===== src/rtl/fp_mul_seq.sv =====
// fp_mul_seq: sequential IEEE-754-style floating-point multiplier.
// Operands are unpacked and classified, significands are multiplied one
// bit per cycle with a radix-2 shift-add, and the product is normalised and
// rounded to nearest-even with gradual underflow. Special operand pairs
// (zero, infinity, NaN) bypass the multiplier and finish two edges after accept.
module fp_mul_seq #(
  parameter int EXP_W = 8,
  parameter int MAN_W = 23
) (
  input  logic                 i_clk,
  input  logic                 i_rst,
  input  logic                 i_valid,
  output logic                 o_ready,
  input  logic [EXP_W+MAN_W:0] i_a,
  input  logic [EXP_W+MAN_W:0] i_b,
  output logic                 o_valid,
  output logic [EXP_W+MAN_W:0] o_res,
  output logic [3:0]           o_flags
);

  localparam int W    = 1 + EXP_W + MAN_W;   // operand width
  localparam int SW   = MAN_W + 1;           // significand width incl. hidden bit
  localparam int PW   = 2 * SW;              // full product width
  localparam int XW   = EXP_W + 2;           // signed internal exponent width
  localparam int CW   = $clog2(SW + 1);      // bit counter / leading-zero count width
  localparam int BIAS = (1 << (EXP_W - 1)) - 1;
  localparam int EMAX = (1 << EXP_W) - 1;    // all-ones exponent field

  typedef enum logic [2:0] {
    S_IDLE,
    S_UNPACK,
    S_MULT,
    S_ROUND,
    S_DONE
  } state_t;

  // Classified operand with its significand already normalised so the
  // leading one sits at bit MAN_W, and its exponent unbiased-by-field.
  typedef struct packed {
    logic                 zero;
    logic                 inf;
    logic                 nan;
    logic                 snan;
    logic signed [XW-1:0] exp;
    logic [SW-1:0]        sig;
  } operand_t;

  // Leading zeros of a significand; SW when the value is zero.
  function automatic logic [CW-1:0] lzc(input logic [SW-1:0] v);
    logic [CW-1:0] n;
    n = CW'(SW);
    for (int i = 0; i < SW; i++) begin
      if (v[i]) n = CW'(SW - 1 - i);
    end
    return n;
  endfunction

  function automatic operand_t unpack(input logic [W-1:0] v);
    operand_t             u;
    logic [EXP_W-1:0]     e;
    logic [MAN_W-1:0]     f;
    logic [CW-1:0]        lz;
    e      = v[W-2:MAN_W];
    f      = v[MAN_W-1:0];
    u      = '0;
    u.zero = (e == '0) && (f == '0);
    u.inf  = (&e) && (f == '0);
    u.nan  = (&e) && (f != '0);
    u.snan = u.nan && !f[MAN_W-1];
    if (e == '0) begin
      // Subnormal: shift the leading one up to the hidden position; the
      // field value 0 behaves as exponent 1, hence 1 - count.
      lz    = lzc({1'b0, f});
      u.sig = {1'b0, f} << lz;
      u.exp = XW'(1) - XW'(lz);
    end else begin
      lz    = '0;
      u.sig = {1'b1, f};
      u.exp = XW'(e);
    end
    return u;
  endfunction

  state_t               state, state_nx;
  logic [W-1:0]         a_r, b_r;       // operands captured at accept
  logic signed [XW-1:0] ea_r, eb_r;     // normalised operand exponents
  logic [SW-1:0]        ma_r;           // multiplicand significand
  logic [PW-1:0]        p_r;            // {partial sum, remaining multiplier bits}
  logic [CW-1:0]        cnt_r;          // multiplier bits left to process

  logic                 accept;
  logic                 sgn;

  // Unpack stage signals
  operand_t             ua, ub;
  logic                 special;
  logic [W-1:0]         spec_res;
  logic [3:0]           spec_flags;

  // Multiply step signals
  logic [SW:0]          sum;
  logic [PW-1:0]        p_next;

  // Round stage signals
  logic                 norm;
  logic signed [XW-1:0] e0, e1;
  logic [XW-1:0]        sh;
  logic [SW-1:0]        mant;
  logic                 guard, sticky, lost, round_up, inexact, tiny;
  logic [SW:0]          ext;
  logic [SW:0]          mr;
  logic [W-1:0]         rnd_res;
  logic [3:0]           rnd_flags;

  assign o_ready = (state == S_IDLE) || (state == S_DONE);
  assign accept  = i_valid && o_ready;
  assign sgn     = a_r[W-1] ^ b_r[W-1];

  // Classify the captured operands and form the bypass result for special pairs.
  always_comb begin
    // NOTE: every output of a combinational block gets a default first so no path leaves it unassigned (no latch).
    ua         = unpack(a_r);
    ub         = unpack(b_r);
    special    = ua.nan | ub.nan | ua.zero | ub.zero | ua.inf | ub.inf;
    spec_res   = '0;
    spec_flags = '0;
    if (ua.nan || ub.nan || (ua.zero && ub.inf) || (ua.inf && ub.zero)) begin
      spec_res      = {1'b0, {EXP_W{1'b1}}, 1'b1, {(MAN_W-1){1'b0}}};
      spec_flags[3] = (ua.zero && ub.inf) || (ua.inf && ub.zero) || ua.snan || ub.snan;
    end else if (ua.inf || ub.inf) begin
      spec_res = {sgn, {EXP_W{1'b1}}, {MAN_W{1'b0}}};
    end else begin
      spec_res = {sgn, {(W-1){1'b0}}};
    end
  end

  // One shift-add step: add the multiplicand when the current multiplier bit is set, then shift right.
  always_comb begin
    sum    = {1'b0, p_r[PW-1:SW]} + (p_r[0] ? {1'b0, ma_r} : {(SW+1){1'b0}});
    p_next = {sum, p_r[SW-1:1]};
  end

  // Normalise, denormalise if tiny, round to nearest-even and detect overflow.
  always_comb begin
    rnd_res   = '0;
    rnd_flags = '0;
    norm      = p_r[PW-1];
    e0        = ea_r + eb_r - XW'(BIAS) + XW'(norm);
    if (norm) begin
      mant   = p_r[PW-1:SW];
      guard  = p_r[SW-1];
      sticky = |p_r[SW-2:0];
    end else begin
      mant   = p_r[PW-2:SW-1];
      guard  = p_r[SW-2];
      sticky = |p_r[SW-3:0];
    end
    tiny = (e0 < 1);
    sh   = XW'(1) - e0;
    ext  = {mant, guard};
    lost = 1'b0;
    if (tiny) begin
      // Shifting by the full width or more clears ext; everything goes to sticky.
      lost   = |(ext & ~({(SW+1){1'b1}} << sh));
      ext    = ext >> sh;
      mant   = ext[SW:1];
      guard  = ext[0];
      sticky = sticky | lost;
    end
    round_up = guard & (sticky | mant[0]);
    mr       = {1'b0, mant} + {{SW{1'b0}}, round_up};
    inexact  = guard | sticky;
    e1       = e0 + XW'(mr[SW]);
    if (tiny) begin
      // A subnormal that rounds into the hidden bit becomes the minimum normal.
      rnd_res   = {sgn, {(EXP_W-1){1'b0}}, mr[MAN_W], mr[MAN_W-1:0]};
      rnd_flags = {2'b00, inexact, inexact};
    end else if (e1 >= EMAX) begin
      rnd_res   = {sgn, {EXP_W{1'b1}}, {MAN_W{1'b0}}};
      rnd_flags = 4'b0101;
    end else begin
      rnd_res   = {sgn, e1[EXP_W-1:0], mr[MAN_W-1:0]};
      rnd_flags = {3'b000, inexact};
    end
  end

  // Next-state logic.
  always_comb begin
    state_nx = state;
    case (state)
      S_IDLE:   if (accept) state_nx = S_UNPACK;
      S_UNPACK: state_nx = special ? S_DONE : S_MULT;
      S_MULT:   if (cnt_r == '0) state_nx = S_ROUND;
      S_ROUND:  state_nx = S_DONE;
      S_DONE:   if (accept) state_nx = S_UNPACK;
      default:  state_nx = S_IDLE;
    endcase
  end

  // State register.
  always_ff @(posedge i_clk or posedge i_rst) begin
    // NOTE: sequential state uses non-blocking assignments so every register samples pre-edge values.
    if (i_rst) state <= S_IDLE;
    else       state <= state_nx;
  end

  // Datapath and output registers.
  always_ff @(posedge i_clk or posedge i_rst) begin
    if (i_rst) begin
      a_r     <= '0;
      b_r     <= '0;
      ea_r    <= '0;
      eb_r    <= '0;
      ma_r    <= '0;
      p_r     <= '0;
      cnt_r   <= '0;
      o_valid <= 1'b0;
      o_res   <= '0;
      o_flags <= '0;
    end else begin
      if (accept) begin
        a_r     <= i_a;
        b_r     <= i_b;
        o_valid <= 1'b0;
      end
      case (state)
        S_UNPACK: begin
          if (special) begin
            o_res   <= spec_res;
            o_flags <= spec_flags;
            o_valid <= 1'b1;
          end else begin
            ea_r  <= ua.exp;
            eb_r  <= ub.exp;
            ma_r  <= ua.sig;
            p_r   <= {{SW{1'b0}}, ub.sig};
            cnt_r <= CW'(MAN_W);
          end
        end
        S_MULT: begin
          p_r   <= p_next;
          cnt_r <= cnt_r - 1'b1;
        end
        S_ROUND: begin
          o_res   <= rnd_res;
          o_flags <= rnd_flags;
          o_valid <= 1'b1;
        end
        default: ;
      endcase
    end
  end

endmodule


===== config.mk =====
export PLATFORM = sky130hd
export DESIGN_NAME = fp_mul_seq
export DESIGN_NICKNAME = d
export VERILOG_FILES = /design/src/rtl/fp_mul_seq.sv
export SDC_FILE = /design/constraint.sdc
export NUM_CORES = 1
export LEC_CHECK = 0
export CORE_ASPECT_RATIO = 0.6
export CORE_MARGIN = 2
export CORE_UTILIZATION = 59
export DETAILED_ROUTE_END_ITERATION = 8
export GPL_TIMING_DRIVEN = 0
export PLACE_DENSITY = 0.88
export SLEW_MARGIN = 20
export SYNTH_ARGS = -nofsm -noshare
export SYNTH_HDL_FRONTEND = slang
export SYNTH_SLANG_ARGS = --single-unit

===== constraint.sdc =====
create_clock -name i_clk -period 19.9 [get_ports i_clk]
set_input_delay 3.98 -clock i_clk [delete_from_list [all_inputs] [get_ports i_clk]]
set_output_delay 3.98 -clock i_clk [all_outputs]
set_load 0.02 [all_outputs]

==> impl_metrics.env <==
export IMPL_status="completed"
export IMPL_synth_cells=1885
export IMPL_cts_post_setup_buffers_inserted=0
export IMPL_clock_tree_buffer_depth=2
export IMPL_total_cts_buffers=17
export IMPL_pin_count_of_the_biggest_net_entering_global_routing=101
export IMPL_clock_sink_count=199
export IMPL_synth_sequential_area_ratio_pct=30.39
export IMPL_critical_path_buf_inv_count=8
export IMPL_timing_hold_violations_final=0
export IMPL_grt_busiest_layer="met1"
export IMPL_ys_types=102
export IMPL_diodes=0
export IMPL_final_layout_size_suffix_gt1_share_pct=10.88
export IMPL_port_buffers=104
export IMPL_antenna_found_initial=2
export IMPL_io_pins=105
export IMPL_grt_ovfl_total=0
export IMPL_yosys_most_used_dff="sky130_fd_sc_hd__dfrtp_1"
export IMPL_worstPathRequired_ns=20.22
export IMPL_critical_path_slowest_cell="sky130_fd_sc_hd__buf_1"
export IMPL_fmaxAchievable_ghz=0.09786
export IMPL_die_area_um2=29160
export IMPL_syn_cell_area_um2=16390
export IMPL_report_final_slew_viol_count=0
export IMPL_grt_util_met2_pct=55.96
export IMPL_ctsResizeCount=0
export IMPL_maxCapViolations=0
export IMPL_core_area_um2=27460
export IMPL_synth_seq_cells=199
export IMPL_maximum_level_of_the_cts_h_tree=4
export IMPL_worstSetupStartpointType="flip-flop"
export IMPL_layout_worst_path_cycle_share_pct=51.35
export IMPL_via_count=16720
export IMPL_gp_congestion=1.031
export IMPL_final_setup_tns_ns=0
export IMPL_cts_root_buf="sky130_fd_sc_hd__clkbuf_16"
export IMPL_critical_path_peak_fanout=10
export IMPL_rsz0062_at_grt="false"
export IMPL_timing_critical_path_mode_cell="sky130_fd_sc_hd__ha_1"
export IMPL_synth_edff_count=0
export IMPL_clk_latency_worst_skew_pair_ns=0.47
export IMPL_starting_density_of_the_core_pct=59.67
export IMPL_detail_route_wirelength_mm=61.17
export IMPL_syn_mean_instance_area_um2=8.693
export IMPL_timing_clock_skew_ns=0.01459
export IMPL_track_usage_pct=42.26
export IMPL_synth_nets=2005
export IMPL_detailedPlacementHpwl_mm=47.68
export IMPL_worst_pin_slew_ns=1.205
export IMPL_max_slew_margin_pct=19.07
export IMPL_drt_initial_drc_count=2722
export IMPL_holdBufCountCts=0
export IMPL_family_with_the_most_delay_on_the_worst_path="buffers and inverters"
export IMPL_via_per_inst=6.997
export IMPL_grtUsageMet3_pct=17.66
export IMPL_placementRows=47
export IMPL_ys_async_sr_fraction_pct=100.0
export IMPL_setup_violations_final=0
export IMPL_layout_nets=2129
export IMPL_syn2layout_area_growth_pct=13.33
export IMPL_drt_drc_violations_left=0
export IMPL_critical_path_max_stage_delay_ns=0.61
export IMPL_grt_util_met1_pct=64.06
export IMPL_global_route_wire_length_before_repair_mm=93.42
export IMPL_path_clk_slew_ns=0.08
export IMPL_chipHeight_um=133.1
export IMPL_final_min_clock_period_ns=10.22
export IMPL_worst_endpoint_arrival_ns=10.54
export IMPL_die_x_um=219.1
export IMPL_hold_class="reg2reg"
export IMPL_path_class="reg2reg"
export IMPL_drt_pass1_iter_count=8
export IMPL_final_common_cell="sky130_fd_sc_hd__dfrtp_1"
export IMPL_worst_setup_ep_type="flip-flop"
export IMPL_layout_common_cells="sky130_fd_sc_hd__dfrtp_1, sky130_fd_sc_hd__nand2_1, sky130_fd_sc_hd__nor2_1"
export IMPL_cts_tree="yes"
export IMPL_detail_route_wl_per_cell_um=25.61
export IMPL_yosysWarnings=0
export IMPL_first_global_vias=15730
export IMPL_route_antenna_remaining_nets=0
[synth_stat cells (8+ instances only)]
master / count / area [um2]
sky130_fd_sc_hd__a211oi_1: 16 / 120.1
sky130_fd_sc_hd__a21o_1: 12 / 90.09
sky130_fd_sc_hd__a21oi_1: 100 / 500.5
sky130_fd_sc_hd__a221oi_1: 16 / 140.1
sky130_fd_sc_hd__a22o_1: 8 / 70.07
sky130_fd_sc_hd__a22oi_1: 9 / 67.56
sky130_fd_sc_hd__a31oi_1: 26 / 162.7
sky130_fd_sc_hd__a32oi_1: 8 / 70.07
sky130_fd_sc_hd__and2_1: 40 / 250.2
sky130_fd_sc_hd__and3_1: 9 / 56.30
sky130_fd_sc_hd__buf_1: 18 / 67.56
sky130_fd_sc_hd__buf_2: 14 / 70.07
sky130_fd_sc_hd__clkbuf_1: 100 / 375.4
sky130_fd_sc_hd__dfrtp_1: 199 / 4980
sky130_fd_sc_hd__ha_1: 51 / 638.1
sky130_fd_sc_hd__inv_1: 39 / 146.4
sky130_fd_sc_hd__mux2_2: 107 / 1205
sky130_fd_sc_hd__mux2i_1: 131 / 1311
sky130_fd_sc_hd__mux4_2: 21 / 473.0
sky130_fd_sc_hd__nand2_1: 190 / 713.2
sky130_fd_sc_hd__nand2b_1: 17 / 106.4
sky130_fd_sc_hd__nand3_1: 54 / 270.3
sky130_fd_sc_hd__nand4_1: 21 / 131.4
sky130_fd_sc_hd__nor2_1: 152 / 570.6
sky130_fd_sc_hd__nor2b_1: 10 / 62.56
sky130_fd_sc_hd__nor3_1: 50 / 250.2
sky130_fd_sc_hd__nor4_1: 26 / 162.7
sky130_fd_sc_hd__o211ai_1: 9 / 67.56
sky130_fd_sc_hd__o21a_1: 11 / 82.58
sky130_fd_sc_hd__o21ai_0: 148 / 740.7
sky130_fd_sc_hd__o21ai_1: 17 / 85.08
sky130_fd_sc_hd__o22ai_1: 10 / 62.56
sky130_fd_sc_hd__o2bb2ai_1: 8 / 70.07
sky130_fd_sc_hd__o31ai_1: 16 / 120.1
sky130_fd_sc_hd__or3_1: 23 / 143.9
sky130_fd_sc_hd__xnor2_1: 25 / 219.0
sky130_fd_sc_hd__xor2_1: 28 / 245.2
[cell type report]
class,count,area (um2)
multi-input cells,1505,10690
repair buffers,105,1069
inverters,45,176.4
well taps,367,459.2
fillers,2200,8892
clock inverters,14,205.2
plain buffers,136,550.5
flip-flops and latches,199,4980
clock buffers,18,439.2
[state kept, by name (all words and copies together), names as in the netlist]
register	cells
a_r	32
b_r	32
cnt_r	5
ea_r	9
eb_r	9
ma_r	24
o_flags	4
o_res	32
o_valid	1
p_r	48
state	3
[routing by layer]
metal / up-vias / part of all wire [%]
met5: - / 0
met4: 0 / 1.4
met3: 124 / 16
met2: 1241 / 39
met1: 8105 / 44
li1: 7246 / -
[metrics by stage]
step	cell area, um2	setup slack (ns)	hold slack (ns)	util [%]	instances
global route	18570	9.255	0.5010	67.62	2389
CTS	18570	10.15	0.4782	67.62	2389
global placement	17890	8.203	0.4438	65.13	2356
detailed placement	17930	10.23	0.4537	65.27	2357
finish	18570	9.681	0.4736	67.62	2389
floorplan	16390	10.49	0.4259	-	1885
[worst paths after layout]
kind / startpoint / end / slack [ns] / depth (start not counted)
max in group asynchronous: i_rst / a_r[22]$_DFFE_PP0P_ / 14.86 / 3
setup reg to reg: p_r[47]$_DFFE_PP0P_ / o_res[27]$_DFFE_PP0P_ / 9.68 / 34
hold / removal: ma_r[23]$_DFFE_PP0P_ / ma_r[23]$_DFFE_PP0P_ / 0.47 / 1
setup / recovery: p_r[47]$_DFFE_PP0P_ / o_res[27]$_DFFE_PP0P_ / 9.68 / 34
min in group asynchronous: i_rst / o_res[26]$_DFFE_PP0P_ / 4.07 / 2
hold reg to reg: ma_r[23]$_DFFE_PP0P_ / ma_r[23]$_DFFE_PP0P_ / 0.47 / 1
[worst reg2reg max path: cells and delay by family, from the launching register on]
kind            cells  cell delay [ns]
mux                 1             0.60
flops               1             0.39
compound gates      7             1.86
simple gates       11             2.41
fa+ha+maj           6             1.94
buf+inv             8             2.47
xor+xnor            1             0.42
[cells by family after synthesis]
logic type	Yosys count	synth area share, %
DFF	199	30.39
buffers and inverters	181	4.391
muxes	259	18.24
AOI/OAI and AO/OA	508	21.04
and+or+nand+nor	629	18.62
adders and majority gates	54	4.200
xor gates and xnor gates	55	3.115
Power is not shown: default switching activity piles up to over one toggle a cycle in this logic, so the estimate is an artifact.
